## config.mk

```make
export PLATFORM = sky130hd
export DESIGN_NAME = dte_ebus_arb_flat
export DESIGN_NICKNAME = d
export VERILOG_FILES = /design/src/rtl/dte_ebus_arb_if.sv /design/src/rtl/dte_ebus_arb.sv /design/src/flat_wrapper.sv
export SDC_FILE = /design/constraint.sdc
export NUM_CORES = 1
export LEC_CHECK = 0
export CAP_MARGIN = 30
export CORE_ASPECT_RATIO = 1.4
export CORE_UTILIZATION = 35
export CTS_CLUSTER_SIZE = 30
export DETAILED_ROUTE_END_ITERATION = 12
export GPL_TIMING_DRIVEN = 0
export RECOVER_POWER = 25
export SLEW_MARGIN = 30
export SYNTH_ARGS = -nofsm -noshare
export SYNTH_HDL_FRONTEND = slang
export SYNTH_SLANG_ARGS = --single-unit
```

## constraint.sdc

```tcl
create_clock -name clk -period 3.95 [get_ports clk]
set_input_delay 1.185 -clock clk [delete_from_list [all_inputs] [get_ports clk]]
set_output_delay 1.185 -clock clk [all_outputs]
set_load 0.005 [all_outputs]
```

## src/rtl/dte_ebus_arb_if.sv

```systemverilog
// dte_ebus_arb_if: EBUS request/grant and watchdog status bundle between requesters and the arbiter.
interface dte_ebus_arb_if #(parameter int NREQ = 4);
  localparam int IW = NREQ > 2 ? $clog2(NREQ) : 1;
  logic [NREQ-1:0] req;
  logic [NREQ-1:0] grant;
  logic clrErr;
  logic busy;
  logic timeoutErr;
  logic [IW-1:0] timeoutWho;
  modport master(output req, clrErr, input grant, busy, timeoutErr, timeoutWho);
  modport slave(input req, clrErr, output grant, busy, timeoutErr, timeoutWho);
endinterface

```

## src/rtl/dte_ebus_arb.sv

```systemverilog
// dte_ebus_arb: round-robin EBUS arbiter with turnaround gap and per-tenure watchdog lockout.
module dte_ebus_arb #(
  parameter int NREQ = 4,
  parameter int TIMEOUT = 255
) (
  input logic clk,
  input logic CROBAR,
  dte_ebus_arb_if.slave bus
);
  localparam int IW = NREQ > 2 ? $clog2(NREQ) : 1;
  localparam int CW = $clog2(TIMEOUT + 1);
  typedef enum logic [1:0] {IDLE, OWN, GAP} state_t;
  state_t state, state_n;
  logic [IW-1:0] owner, owner_n, ptr, ptr_n, win, who, who_n;
  logic [CW-1:0] cnt, cnt_n;
  logic [NREQ-1:0] lock, lock_n, grant, grant_n, elig;
  logic err, err_n, found;
  assign elig = bus.req & ~lock;
  // Descending scan so the lowest offset from ptr is the final assignment.
  always_comb begin
    win = '0;
    found = 1'b0;
    for (int k = NREQ - 1; k >= 0; k--) begin
      if (elig[(int'(ptr) + k) % NREQ]) begin
        win = IW'((int'(ptr) + k) % NREQ);
        found = 1'b1;
      end
    end
  end
  always_comb begin
    state_n = state;
    owner_n = owner;
    ptr_n = ptr;
    cnt_n = cnt;
    grant_n = grant;
    lock_n = lock & bus.req;
    err_n = err & ~bus.clrErr;
    who_n = who;
    if (state == IDLE && found) begin
      state_n = OWN;
      owner_n = win;
      ptr_n = win == IW'(NREQ - 1) ? '0 : win + 1'b1;
      cnt_n = '0;
      grant_n = NREQ'(1) << win;
    end else if (state == OWN) begin
      if (!bus.req[owner]) begin
        state_n = GAP;
        grant_n = '0;
      end else if (cnt == CW'(TIMEOUT)) begin
        state_n = GAP;
        grant_n = '0;
        lock_n[owner] = 1'b1;
        err_n = 1'b1;
        who_n = owner;
      end else begin
        cnt_n = cnt + 1'b1;
      end
    end else if (state == GAP) begin
      state_n = IDLE;
    end
  end
  always_ff @(posedge clk) begin
    if (CROBAR) begin
      state <= IDLE;
      owner <= '0;
      ptr <= '0;
      cnt <= '0;
      grant <= '0;
      lock <= '0;
      err <= 1'b0;
      who <= '0;
    end else begin
      state <= state_n;
      owner <= owner_n;
      ptr <= ptr_n;
      cnt <= cnt_n;
      grant <= grant_n;
      lock <= lock_n;
      err <= err_n;
      who <= who_n;
    end
  end
  assign bus.grant = grant;
  assign bus.busy = |grant;
  assign bus.timeoutErr = err;
  assign bus.timeoutWho = who;
endmodule
```

## src/flat_wrapper.sv

```systemverilog
// flat-port wrapper written by rule: the top's interface ports become plain ports
module dte_ebus_arb_flat 
#(
  parameter int NREQ = 4,
  parameter int TIMEOUT = 255
)
  (clk, CROBAR, bus_req, bus_clrErr, bus_grant, bus_busy, bus_timeoutErr, bus_timeoutWho);
  dte_ebus_arb_if #(.NREQ(NREQ)) bus_i ();
  input logic clk;
  input logic CROBAR;
  input wire logic [$bits(bus_i.req)-1:0] bus_req;
  input wire logic [$bits(bus_i.clrErr)-1:0] bus_clrErr;
  output wire logic [$bits(bus_i.grant)-1:0] bus_grant;
  output wire logic [$bits(bus_i.busy)-1:0] bus_busy;
  output wire logic [$bits(bus_i.timeoutErr)-1:0] bus_timeoutErr;
  output wire logic [$bits(bus_i.timeoutWho)-1:0] bus_timeoutWho;
  assign bus_i.req = bus_req;
  assign bus_i.clrErr = bus_clrErr;
  assign bus_grant = bus_i.grant;
  assign bus_busy = bus_i.busy;
  assign bus_timeoutErr = bus_i.timeoutErr;
  assign bus_timeoutWho = bus_i.timeoutWho;
  dte_ebus_arb #(.NREQ(NREQ), .TIMEOUT(TIMEOUT)) u_core (.clk(clk), .CROBAR(CROBAR), .bus(bus_i));
endmodule
```

**Word level (Yosys, flattened, before mapping)**

Index checks and enable logic that the tools add are counted.

- Output and inout bits: 8
- Register bits after elaboration: 25
- Logic and storage cells: 96
- Bits of input ports: 7

- Reductions and logical operators: 16
- Magnitude comparators: 6
- Bitwise operators: 11
- Add/subtract/negate cells: 5
- Muxes and demuxes: 41
- Equal/unequal tests: 7
- Shift-type cells: 1

Operator list:

| kind | count |
|---|---|
| $mux W4 | 8 |
| $mux W1 | 18 |
| $mux W2 | 9 |
| $lt A3 B4 Y1 const B | 3 |
| $bmux W1 S2 | 5 |
| $add A8 B1 Y8 const B | 1 |
| $and A4 B4 Y4 | 2 |
| $eq A8 B8 Y1 const B | 1 |
| $reduce_or A2 Y1 | 4 |
| $lt A2 B3 Y1 const B | 2 |
| $reduce_and A2 Y1 | 3 |
| $add A2 B1 Y2 const B | 2 |
| $add A2 B2 Y2 const B | 2 |
| $eq A2 B2 Y1 const B | 2 |
| $ne A4 B3 Y1 const B | 1 |
| $not A4 Y4 | 1 |
| $or A4 B4 Y4 | 1 |
| $reduce_and A4 Y1 | 1 |
| $reduce_bool A2 Y1 | 2 |
| $reduce_or A4 Y1 | 1 |
| $shl A1 B2 Y4 const A | 1 |
| $and A1 B1 Y1 const A | 3 |
| $ne A3 B2 Y1 const B | 1 |
| $ne A3 B3 Y1 const B | 1 |
| 9 further kinds | 12 |

**Longest topological paths before layout**

- Word-level depth: 13
- Mapped depth: 7
- Gate-level depth less buffers: 7

**Worst setup path before layout**

OpenSTA, ideal clock, no wires.

- Kind: input port to flip-flop
- Start point: in bus_req[2]
- End point: reg u_core.ptr[1]
- Library setup time: 0.132 ns
- Stages: 7
- Buffers on the path: 0
- Required time: 3.818 ns
- Setup slack: 1.558 ns
- Arrival time: 2.260 ns
- Cells stage by stage: and2b_1 > or2_2 > o21ai_0 > inv_1 > ha_1 > nand2_1 > a21oi_1

- Word-level cells in the longest chain between the ends: 10
- Elaborated cells on any way between the ends: 24
- Those cells by class: 1 x add/sub; 1 x eq/ne; 20 x mux; 1 x bitwise; 1 x reduce/logical

Ends and longest elaborated chain:

| what | line | source |
|---|---|---|
| from (decl) | flat_wrapper.sv:11 | `input wire logic [$bits(bus_i.req)-1:0] bus_req;` |
| $and A4 B4 Y4 * | dte_ebus_arb.sv:18 | `assign elig = bus.req & ~lock;` |
| $bmux W1 S2 | dte_ebus_arb.sv:24 | `if (elig[(int'(ptr) + k) % NREQ]) begin` |
| $mux W1 (implied by the code) (2 in a row) | dte_ebus_arb.sv:24 |  |
| $mux W2 (3 in a row) | dte_ebus_arb.sv:24 |  |
| $mux W2 * | dte_ebus_arb.sv:24 |  |
| via u_core.win[1] | dte_ebus_arb.sv:14 | `logic [IW-1:0] owner, owner_n, ptr, ptr_n, win, who, who_n;` |
| $add A2 B1 Y2 or $eq A2 B2 Y1 (tied branches) | dte_ebus_arb.sv:42 | `ptr_n = win == IW'(NREQ - 1) ? '0 : win + 1'b1;` |
| $mux W2 * | dte_ebus_arb.sv:42 |  |
| to (signal assigned) | dte_ebus_arb.sv:75 | `ptr <= ptr_n;` |
| to (decl) | dte_ebus_arb.sv:14 |  |

The timed path passes the listed nets; every way through them passes the cells marked *. The select of a mux whose other input is x is not followed.
A chain may end at the register's enable or synchronous reset.

**Worst setup path after layout**

- Start point: in bus_req[0]
- End point: reg u_core.ptr[1]

Same word-level chain as after synthesis.

==> qor.csv <==
metric,value,unit
Starting Density,36.47,%
Non-Filler Instances,219,
Inst Count DP,215,
Clock transition at path regs,0.09,ns
# Max-Cap Violations,0,
IO Pins,15,
final hold violations,0,
Leakage Power,0.6236,nW
reg-to-reg endpoint,u_core.bus.timeoutWho[0],
WP data arrival,3.16,ns
Slew HR,60.99,%
Iter 0 DRT Violations,43,
WL/cell,14.49,um
number of global-route vias before repair,1181,
hold_buf cts,0,
CTS tree,built,
Synth warnings,0,
RSZ-0062 raised after global routing,no,
die height,77.93,um
Final Routed Wirelength,3173,um
flop2flop setup slack,2.03,ns
RD Place Congestion,0.7583,
R2R cell count,5,
"Seq/Total Area, Yosys",34.72,%
Worst Setup EP,u_core.ptr[1],
Slew Limit Fails,0,
clock sinks,25,
ant diodes,0,
peak fanout along the critical path,5,
"EDFF count, synth",0,
synthesis-stage register bit count,25,
post-route minimum period,3.016,ns
actual slew at the worst max-slew pin,0.5851,ns
largest area contributor in the netlist,dfxtp_1,
H-tree levels,1,
"Core Util, Final",42.45,%
Synth Area per Inst,9.123,um^2
Clock Path Buffers,2,
Crit. End Element,register,
net count after synthesis,174,
Die X,56.24,um
Final Cycle Share,76.35,%
critical path class,primary input to register,
Achievable Freq,331.6,MHz
Setup Skew,0.002492,ns
layout cells sized above 1,10.23,%
worst skew pair latency,0.27,ns
PortBufs,14,
die area,4382,um^2
min-delay worst type,register to register,
cell area after synthesis,1441,um^2
Final HPWL DP,2370,um
Routed Antenna Nets,0,
Cell Pwr Density,383.7,nW/um^2
Critical Path RT,4.10,ns
top post-synthesis cells by count,"dfxtp_1, a21oi_1, inv_1",
CTS Buf Count,3,
Synth Instances,158,
global-route wire length before repair,5499,um
DR pass1 iterations,4,
via density per instance,5.525,
Remaining DRCs,0,
Root Driver,clkbuf_8,
"count leader, synth",dfxtp_1,
status,"finished, final reports clean",
DR vias,1210,
initial antenna violation count,0,
gr usage total,15.68,%
top cell type's share of synthesized area,34.72,%
post-CTS resize count,0,
async set-reset flop share out of synthesis,0,%
total gr overflow,0,
Synth-to-Final Area Change,16.41,%
Synth cell types,44,
ranking of synthesized cells by area,"dfxtp_1, ha_1, a21oi_1",
setup TNS,0,ns
r2r startpoint,u_core.cnt[0],
Worst setup SP type,primary input,
setup bufs post-CTS,0,
NumNets Final,193,
"Setup violations, final",0,
largest net degree at the start of global routing,14,
maximum vdd drop,0.2476,mV
core area,3953,um^2
num rows,27,
Synth Flop Type,dfxtp_1,
critical path startpoint,bus_req[0],
-- worst min path at each step --
stage / to / startpoint / slack (ns) / cells past startpoint
global route: u_core.lock[2] / u_core.lock[2] / 0.49 / 2
finish: u_core.lock[2] / u_core.lock[2] / 0.47 / 2
global placement: u_core.lock[2] / u_core.lock[2] / 0.45 / 2
floorplan: u_core.lock[2] / u_core.lock[2] / 0.44 / 2
detailed placement: u_core.lock[2] / u_core.lock[2] / 0.46 / 2
CTS: u_core.lock[2] / u_core.lock[2] / 0.47 / 2
-- state kept, by name, summed over array words and instances (netlist names) --
register,flops
u_core.ptr,2
u_core.owner,2
u_core.state,2
u_core.lock,4
u_core.bus.grant,4
u_core.bus.timeoutWho,2
u_core.bus.timeoutErr,1
u_core.cnt,8
-- power breakdown --
| part | total, mW | leakage, nW | internal, mW | switching, mW |
|---|---|---|---|---|
| clock | 0.156 | 0.0228 | 0.0723 | 0.0833 |
| combinational | 0.200 | 0.398 | 0.0935 | 0.106 |
| sequential | 0.289 | 0.203 | 0.270 | 0.0183 |
-- per-layer routing --
metal | up-vias | share of wire, % | GRT usage (%)
li1 | 616 | - | -
met1 | 571 | 44 | 19.10
met2 | 18 | 52 | 27.14
met3 | 5 | 2.0 | 2.333
met4 | 0 | 1.7 | 6.585
met5 | - | 0 | 0
-- cell type report --
class | count | area [um^2]
fillers | 387 | 2275
multi-input cells | 114 | 849.6
flip-flops and latches | 25 | 500.5
repair buffers | 14 | 140.1
well taps | 43 | 53.80
inverters | 13 | 48.80
clock buffers | 4 | 45.04
plain buffers | 6 | 40.04
-- cell usage in the layout (no fill, tap or decap), drive strengths merged, types with 2 or more instances in the layout --
master,n
or3,4
o41ai,3
o22ai,5
nand2,9
o32ai,4
mux2i,4
nand3,4
clkbuf,6
o31ai,3
ha,9
nand4,3
or3b,2
o211ai,2
or2,2
and4,2
nor2,6
inv,13
or4,2
buf,4
dfxtp,25
dlygate4sd3,7
o21ai,4
nor2b,3
a21oi,16
nand2b,8
clkdlybuf4s50,7
nand3b,6
-- worst max-delay path: stages --
cell             delay (ns)
clkdlybuf4s50_1        0.51
nor2b_1                0.43
a21oi_1                0.15
o21ai_0                0.36
inv_1                  0.11
ha_1                   0.29
nand2_1                0.06
a21oi_1                0.06
-- through the flow --
stage | setup WS [ns] | hold slack (ns) | power, mW | cell area [um^2]
6_report | 0.9344 | 0.4744 | 0.6439 | 1678
5_1_grt | 0.7726 | 0.4855 | 0.6861 | 1678
4_1_cts | 1.082 | 0.4701 | 0.6551 | 1680
3_5_place_dp | 0.8018 | 0.4571 | 0.4983 | 1635
3_3_place_gp | 0.8074 | 0.4528 | 0.4909 | 1635
2_1_floorplan | 1.558 | 0.4420 | 0.4307 | 1441
-- kinds of logic after synthesis --
kind of cell,count (synthesis),share of synthesized area (%)
AND/OR/NAND/NOR,54,23.61
adder cells (fa/ha/maj),9,7.813
flip-flops,25,34.72
multiplexers,5,4.340
AO/OA/AOI/OAI,45,22.74
XOR/XNOR,1,0.6077
buffers and inverters,19,6.164
(Power assumes the default switching activity.)
